<file path="src/rtl/led_pattern_counter.sv">
// led_pattern_counter: prescaled WIDTH-bit LED pattern counter with
// up, down, bounce and Gray modes, synchronous load and enable-pause.
// All outputs are registered.
// Optional feature macro: LED_PATTERN_COUNTER_SYNC_EN. When it is defined,
// en, mode and load pass through 2-flop synchronisers before use.
module led_pattern_counter #(
  parameter int WIDTH = 5,
  parameter int DIV   = 12000000
) (
  input  logic             clk,
  input  logic             rst,
  input  logic             en,
  input  logic [1:0]       mode,
  input  logic             load,
  input  logic [WIDTH-1:0] load_val,
  output logic [WIDTH-1:0] led,
  output logic             tick
);

  localparam int PW = (DIV > 1) ? $clog2(DIV) : 1;
  localparam logic [PW-1:0] PRE_MAX = PW'(DIV - 1);
  localparam logic [WIDTH-1:0] CNT_MAX = '1;

  localparam logic [1:0] MODE_UP     = 2'b00;
  localparam logic [1:0] MODE_DOWN   = 2'b01;
  localparam logic [1:0] MODE_BOUNCE = 2'b10;
  localparam logic [1:0] MODE_GRAY   = 2'b11;

  typedef enum logic {DIR_UP = 1'b0, DIR_DOWN = 1'b1} dir_t;

  logic             en_s;
  logic [1:0]       mode_s;
  logic             load_s;

  logic [WIDTH-1:0] cnt, cnt_nx;
  logic [PW-1:0]    pre, pre_nx;
  dir_t             dir, dir_nx;
  logic [WIDTH-1:0] led_nx;
  logic             tick_nx;

`ifdef LED_PATTERN_COUNTER_SYNC_EN
  logic [1:0] en_sr;
  logic [1:0] load_sr;
  logic [1:0] mode_q1;
  logic [1:0] mode_q2;

  // two-flop synchronisers for the asynchronous control inputs
  always_ff @(posedge clk or negedge rst) begin
    if (!rst) begin
      en_sr   <= '0;
      load_sr <= '0;
      mode_q1 <= '0;
      mode_q2 <= '0;
    end else begin
      en_sr   <= {en_sr[0], en};
      load_sr <= {load_sr[0], load};
      mode_q1 <= mode;
      mode_q2 <= mode_q1;
    end
  end

  assign en_s   = en_sr[1];
  assign load_s = load_sr[1];
  assign mode_s = mode_q2;
`else
  assign en_s   = en;
  assign load_s = load;
  assign mode_s = mode;
`endif

  // next-state: load beats step beats hold; dir only survives in bounce
  always_comb begin
    cnt_nx  = cnt;
    pre_nx  = pre;
    dir_nx  = dir;
    tick_nx = 1'b0;
    if (load_s) begin
      cnt_nx = load_val;
      pre_nx = '0;
      dir_nx = DIR_UP;
    end else if (en_s) begin
      if (pre == PRE_MAX) begin
        pre_nx  = '0;
        tick_nx = 1'b1;
        case (mode_s)
          MODE_DOWN: cnt_nx = cnt - 1'b1;
          MODE_BOUNCE: begin
            if (dir == DIR_UP) begin
              if (cnt == CNT_MAX) begin
                cnt_nx = cnt - 1'b1;
                dir_nx = DIR_DOWN;
              end else begin
                cnt_nx = cnt + 1'b1;
              end
            end else begin
              if (cnt == '0) begin
                cnt_nx = cnt + 1'b1;
                dir_nx = DIR_UP;
              end else begin
                cnt_nx = cnt - 1'b1;
              end
            end
          end
          default: cnt_nx = cnt + 1'b1;
        endcase
      end else begin
        pre_nx = pre + PW'(1);
      end
    end
    if (mode_s != MODE_BOUNCE) dir_nx = DIR_UP;
    led_nx = (mode_s == MODE_GRAY) ? (cnt_nx ^ (cnt_nx >> 1)) : cnt_nx;
  end

  // state and registered outputs
  always_ff @(posedge clk or negedge rst) begin
    if (!rst) begin
      cnt  <= '0;
      pre  <= '0;
      dir  <= DIR_UP;
      led  <= '0;
      tick <= 1'b0;
    end else begin
      cnt  <= cnt_nx;
      pre  <= pre_nx;
      dir  <= dir_nx;
      led  <= led_nx;
      tick <= tick_nx;
    end
  end

endmodule

</file>
<file path="config.mk">
export PLATFORM = sky130hd
export DESIGN_NAME = led_pattern_counter
export DESIGN_NICKNAME = d
export VERILOG_FILES = /design/src/rtl/led_pattern_counter.sv
export SDC_FILE = /design/constraint.sdc
export NUM_CORES = 1
export LEC_CHECK = 0
export CAP_MARGIN = 0
export CORE_MARGIN = 3
export CORE_UTILIZATION = 30
export CTS_BUF_LIST = sky130_fd_sc_hd__clkbuf_8
export DETAILED_ROUTE_END_ITERATION = 6
export GPL_TIMING_DRIVEN = 0
export PLACE_DENSITY = 0.49
export SETUP_SLACK_MARGIN = 0.05
export SYNTH_ARGS = -nofsm -noshare
export SYNTH_HDL_FRONTEND = slang
export SYNTH_SLANG_ARGS = --single-unit
</file>
<file path="constraint.sdc">
create_clock -name clk -period 7.8 [get_ports clk]
set_input_delay 0.78 -clock clk [delete_from_list [all_inputs] [get_ports clk]]
set_output_delay 0.78 -clock clk [all_outputs]
set_load 0.01 [all_outputs]
</file>
==> flow_summary.json, run 1 <==
{
  "drc": 0,
  "flow.area_growth_from_synthesis_pct": 16.7,
  "cp-start-kind": "primary input",
  "grt_overflow": 0,
  "leading_cell_type_in_the_layout_fill_and_taps_excluded": "dfrtp_1",
  "grt_pass1_vias": 2009,
  "cp_max_fo": 10,
  "clk_latency_ps": 290,
  "synth_top_cell_area_share_pct": 37.3,
  "grt_pass1_wl_um": 10100,
  "fp-row-count": 31,
  "grt_use_total_pct": 14.4,
  "intPower_mw": 0.314,
  "vias_per_cell": 5.35,
  "cellLeakagePower_nw": 1.08,
  "initial_antenna_violation_count": 0,
  "tightest_hold_check_type": "flip-flop to flip-flop",
  "dieWidth_um": 94.5,
  "clock-skew-final_ps": 8.61,
  "layout.nets": 313,
  "design.die.area_sq_mm": 0.00893,
  "p_total_mw": 0.431,
  "layout_worst_path_cycle_share_pct": 41.4,
  "hpwl_um": 4320,
  "setup.worst_path.end_class": "flip-flop",
  "critical_path.max_stage_delay_ps": 510,
  "worst_path_required_time_ps": 7990,
  "seq_power_share_pct": 44.9,
  "globalplace.congestion": 0.779,
  "count_of_final_hold_check_violations": 0,
  "critical-path-slowest-cell": "clkdlybuf4s50_1",
  "drt_wl_total_um": 5960,
  "cap_viol_max_count": 0,
  "tritoncts": "yes",
  "max_clock_freq_ghz": 0.310,
  "report.final.setup_viol": 0,
  "setup_total_negative_slack_ps": 0,
  "clk_sink_count": 35,
  "mappedNetlistNets": 290,
  "timing_max_transition_violations_final": 0,
  "power_density_mw_per_mm2": 157,
  "post_cts_resized": 0,
  "synthesis.area_sq_mm": 0.00235,
  "floorplan.die.height_um": 94.5,
  "cp_cell_sequence": "clkdlybuf4s50_1 -> inv_1 -> ha_1 -> clkbuf_1 -> or4_1 -> and3_1 -> o32a_1 -> a311oi_1 -> o2bb2ai_1 -> o221a_2",
  "antenna_cells_inserted": 0,
  "synth_sequential_area_ratio_pct": 37.3,
  "synth.distinct_cells": 53,
  "detail-route-antenna-nets": 0,
  "grt_start_max_net_pins": 36,
  "power.net_switching_mw": 0.117,
  "synth_warnings": 0,
  "path_class": "primary input to flip-flop",
  "cts_htree_levels": 2,
  "grt_setup_unrepaired": "false",
  "power_frac_clock_pct": 38.9,
  "cts-buffers-inserted": 5,
  "async_flop_share_pct": 100,
  "synthDominantAreaCellType": "dfrtp_1",
  "place_worst_setup_slack_ps": 4260,
  "drive_gt1_share_pct": 9.46,
  "syn_area_per_cell_sq_um": 8.64,
  "post-cts-setup-buffer-count": 0,
  "postSynthCellCount": 272,
  "drtIter0Drc": 129,
  "clk_root_buffer_cell": "clkbuf_8",
  "floorplan.io_pins": 17,
  "worst_slew_pin_slew_ps": 1050,
  "max-slew-margin-rel_pct": 29.2,
  "initial_utilization_pct": 31.7,
  "cts_buffer_depth": 2,
  "result_of_the_run": "completed",
  "clk_transition_reported_paths_ps": 80,
  "cts_hold_repair.buffers": 0,
  "leading_cell_types_in_the_layout_fill_and_taps_excluded": "dfrtp_1 (35), nand2_1 (32), o21ai_0 (22)",
  "timing.final.ws_setup_ps": 4570,
  "number_of_enable_type_register_cells_in_the_synthesized_netlist": 0,
  "portBuffers": 16,
  "post_drt_wl_per_cell_um": 15.1,
  "final_period_minus_worst_setup_slack_ps": 3230,
  "ir_worst_vdd_v": 0.0000661,
  "routed-via-count": 2115,
  "floorplan.core_area_sq_mm": 0.00741,
  "first_pass_iteration_count_of_the_detailed_router": 4,
  "swShare_pct": 27.2,
  "power.share.combinational_pct": 16.2,
  "synthTopCellsByArea": "dfrtp_1 (37%), nand2_1 (5.1%), o21ai_0 (4.7%)",
  "critPathArrivalTime_ps": 3410,
  "commonest_register_cell_after_synthesis": "dfrtp_1",
  "synth_seq_cells": 35
}
==> registers in the layout (all words and copies together), names as in the netlist <==
| signal | cells |
|---|---|
| cnt | 5 |
| dir | 1 |
| pre | 24 |
| tick | 1 |
| led | 4 |
==> synth_stat cells, drive strengths merged (3+ instances only) <==
| library cell | n |
|---|---|
| a311oi | 3 |
| o31ai | 6 |
| ha | 7 |
| clkbuf | 8 |
| nand3 | 14 |
| a21o | 3 |
| nor2 | 13 |
| nand2 | 32 |
| a21oi | 13 |
| nor4 | 4 |
| xnor2 | 10 |
| dfrtp | 35 |
| buf | 5 |
| nand4 | 8 |
| o211ai | 3 |
| nor3 | 15 |
| mux2 | 3 |
| nor2b | 3 |
| nand2b | 4 |
| xor2 | 5 |
| or4b | 4 |
| and3 | 9 |
| inv | 7 |
| o21ai | 23 |
| or4 | 6 |
==> metrics by stage <==
stage	area, sq um	cells	util [%]	hold slack, ps
global route	2740	395	37.0	520
global placement	2640	387	35.6	484
detailed placement	2630	387	35.5	486
CTS	2740	395	37.0	498
floorplan	2350	272	-	451
finish	2740	395	37.0	502
==> kinds of logic (layout without fill, tap and decap cells) <==
group,Yosys count,after routing,share of synthesized area (%)
AOI/OAI and AO/OA,67,67,18.9
muxes,5,5,2.29
DFF,35,35,37.3
and+or+nand+nor,122,122,28.3
xor gates and xnor gates,15,15,5.59
adders and majority gates,7,7,3.73
buffers and inverters,21,45,3.89
==> final cells by class <==
| cell class | instances | area [sq um] |
|---|---|---|
| tap | 99 | 124 |
| sequential | 35 | 876 |
| timing repair buffer | 16 | 155 |
| multi-input combinational | 216 | 1380 |
| inverter | 8 | 30.0 |
| fill | 755 | 4670 |
| buffer | 13 | 61.3 |
| clock buffer | 5 | 68.8 |
| clock inverter | 3 | 43.8 |
==> power groups by stage <==
stage | Sequential (mW) | Clock (mW) | Combinational (mW)
CTS | 0.194 | 0.172 | 0.0705
detailed placement | 0.197 | 0 | 0.0701
global route | 0.195 | 0.181 | 0.0789
finish | 0.194 | 0.167 | 0.0697
floorplan | 0.197 | 0 | 0.0416
global placement | 0.197 | 0 | 0.0701
==> per-layer routing <==
| metal | track usage (%) | vias up | wire length (um) |
|---|---|---|---|
| li1 | - | 1058 | - |
| met1 | 21.0 | 999 | 3030 |
| met2 | 22.2 | 53 | 2600 |
| met3 | 2.63 | 5 | 274 |
| met4 | 3.25 | 0 | 55 |
| met5 | 0 | - | 0 |
==> worst max-delay path: cells and delay by family <==
kind / cells / cell delay, ps
AOI/OAI and AO/OA: 4 / 920
adders and majority gates: 1 / 280
and+or+nand+nor: 2 / 660
buffers and inverters: 3 / 780
==> path summary, 6_finish.rpt <==
path / from / to / slack, ps / cells after the start
worst max-delay path: mode[0] / led[2] / 4570 / 10
worst min-delay path: pre[23] / pre[23] / 500 / 1
worst max register to register: pre[13] / led[2] / 4680 / 7
worst min register to register: pre[23] / pre[23] / 500 / 1
max in group asynchronous: rst / cnt[0] / 6700 / 1
min in group asynchronous: rst / cnt[2] / 580 / 1
Note: power is estimated with default switching activity, not from simulation.
==> run 2: changes to the inputs <==
--- a/config.mk
+++ b/config.mk
@@ -11,7 +11,7 @@
 export CTS_BUF_LIST = sky130_fd_sc_hd__clkbuf_8
 export DETAILED_ROUTE_END_ITERATION = 6
 export GPL_TIMING_DRIVEN = 0
-export PLACE_DENSITY = 0.49
+export PLACE_DENSITY = 0.51
 export SETUP_SLACK_MARGIN = 0.05
 export SYNTH_ARGS = -nofsm -noshare
 export SYNTH_HDL_FRONTEND = slang
==> constraint.sdc (replaced) <==
create_clock -name clk -period 2.7 [get_ports clk]
set_input_delay 0.27 -clock clk [delete_from_list [all_inputs] [get_ports clk]]
set_output_delay 0.27 -clock clk [all_outputs]
set_load 0.01 [all_outputs]
==> run 2 against run 1 <==
Compared with the run above:
- the run now ends with negative setup slack left
- utilization up 1.9 points
- first-iteration DRC count up 2.3%
- setup slack worse by 4600 ps
- clock skew down 5.4 ps
- largest cell class unchanged
- register-to-register slack worse by 4700 ps
- critical path depth down 3
- sequential power rose to 2.9 times the previous value
- critical path type is now flip-flop to flip-flop
==> flow_summary.json, run 2 (synthesized netlist as in run 1, its figures left out) <==
{
  "critical-path-slowest-cell": "or4_4",
  "p_total_mw": 1.13,
  "leading_cell_types_in_the_layout_fill_and_taps_excluded": "dfrtp_1 (33), nand2_1 (32), o21ai_0 (20)",
  "cap_viol_max_count": 0,
  "drc": 0,
  "grt_pass1_wl_um": 10600,
  "biggestRegsByFlops": "pre x24, cnt x5, led x4",
  "cts_buffer_depth": 2,
  "first_pass_iteration_count_of_the_detailed_router": 4,
  "dieWidth_um": 94.5,
  "report.final.setup_viol": 1,
  "post_drt_wl_per_cell_um": 15.5,
  "antenna_cells_inserted": 0,
  "critical_path.max_stage_delay_ps": 550,
  "cp_cell_sequence": "or4_1 -> or4_4 -> or4_4 -> buf_6 -> o21ai_4 -> nand3_2 -> o221a_1",
  "clk_sink_count": 35,
  "tritoncts": "yes",
  "design.die.area_sq_mm": 0.00893,
  "cp_max_fo": 6,
  "floorplan.io_pins": 17,
  "final_period_minus_worst_setup_slack_ps": 2730,
  "result_of_the_run": "finished, violations left",
  "critical_path_depth_in_cells": 7,
  "critPathArrivalTime_ps": 2890,
  "r2r-start": "pre[15]",
  "floorplan.core_area_sq_mm": 0.00741,
  "max-slew-margin-rel_pct": 46.8,
  "globalplace.congestion": 0.760,
  "clk_latency_ps": 280,
  "max_clock_freq_ghz": 0.367,
  "routed-via-count": 2126,
  "timing_max_transition_violations_final": 0,
  "drtIter0Drc": 132,
  "worst_setup_ep": "led[1]",
  "grt_use_total_pct": 15.0,
  "ir_worst_vdd_v": 0.000204,
  "fp-row-count": 31,
  "critical_path.most_common_cell": "or4_4",
  "detail-route-antenna-nets": 0,
  "clock-skew-final_ps": 3.23,
  "layout.nets": 319,
  "worst_path_required_time_ps": 2860,
  "stdcell_count": 401,
  "cp-start-kind": "flip-flop",
  "drive_gt1_share_pct": 16.6,
  "registers.top_by_ff_count": "pre",
  "regToRegEndpoint": "led[1]",
  "grt_pass1_vias": 2090,
  "cellLeakagePower_nw": 1.15,
  "path_class": "flip-flop to flip-flop",
  "final_core_util_pct": 38.9,
  "clk_root_buffer_cell": "clkbuf_8",
  "cp_top_family": "simple AND/OR/NAND/NOR gates",
  "failed_checks": "negative setup slack",
  "flow.area_growth_from_synthesis_pct": 22.6,
  "crit_buf_inv": 1,
  "largest_register_ffs": 24,
  "hpwl_um": 4340,
  "rrSetupSlack_ps": -30,
  "r2r_cells": 7,
  "layout_worst_path_cycle_share_pct": 101,
  "cts-buffers-inserted": 5,
  "drt_wl_total_um": 6220,
  "grt_overflow": 0,
  "worst_slew_pin_slew_ps": 798,
  "setup_total_negative_slack_ps": -27.8,
  "power_density_mw_per_mm2": 392,
  "portBuffers": 16,
  "setup.worst_path.end_class": "flip-flop",
  "grt_setup_unrepaired": "true",
  "cts_htree_levels": 2,
  "source_of_the_critical_timing_path": "pre[15]",
  "initial_antenna_violation_count": 0,
  "floorplan.die.height_um": 94.5,
  "tightest_hold_check_type": "primary input to async pin",
  "initial_utilization_pct": 31.7,
  "grt_start_max_net_pins": 36,
  "timing.final.ws_setup_ps": -27.8,
  "dp.cells": 387,
  "leading_cell_type_in_the_layout_fill_and_taps_excluded": "dfrtp_1",
  "count_of_final_hold_check_violations": 0,
  "vias_per_cell": 5.30,
  "clk_transition_reported_paths_ps": 70
}
[run 2: worst min-delay path by stage]
| stage | startpoint | slack [ps] | depth (start not counted) | end |
|---|---|---|---|---|
| final | rst | 70 | 1 | cnt[1] |
| after global routing | rst | 150 | 1 | cnt[4] |
| after CTS | rst | 110 | 1 | cnt[4] |
| after detailed placement | rst | 420 | 1 | cnt[4] |
| after global placement | pre[23] | 490 | 1 | pre[23] |
| after floorplan | rst | -30 | 0 | cnt[0] |
[run 2: worst reg2reg max path, cell delays in order (launching register included)]
cell	delay [ps]
dfrtp_1	380
or4_1	510
or4_4	550
or4_4	430
buf_6	150
o21ai_4	170
nand3_2	110
o221a_1	310
[run 2: through the flow]
stage                     setup slack (ps)  cell area, sq um  hold WS, ps
after CTS                            -58.9              2830          113
after detailed placement              -381              2650          418
after floorplan                       3.19              2370        -25.6
after global placement                -353              2660          490
after global routing                 -95.7              2880          152
final                                -27.8              2880         65.5
[run 2: cell type report]
cell class	instances	area, sq um
fillers	764	4530
multi-input cells	216	1490
flip-flops and latches	35	878
repair buffers	27	238
well taps	99	124
clock buffers	5	68.8
plain buffers	8	42.5
inverters	8	30.0
clock inverters	3	12.5
[run 2: layer usage]
metal	track usage, %	part of all wire (%)	routed length [um]
met5	0	0	0
met4	2.88	0.69	43
met3	2.79	3.4	212
met2	24.4	47	2900
met1	20.9	49	3060
[run 2: timing repair]
item | in CTS | in global routing
resized for setup | 6 | 17
setup endpoints to repair | 22 | 15
pin swaps | 5 | 10
hold endpoints to repair | 0 | 0
buffers inserted | 10 | 1
hold buffers | 0 | 0
[run 2: power by group]
part	internal [mW]	leakage (nW)	switching, mW
combinational	0.0916	0.638	0.114
sequential	0.543	0.464	0.0230
clock	0.174	0.0505	0.186
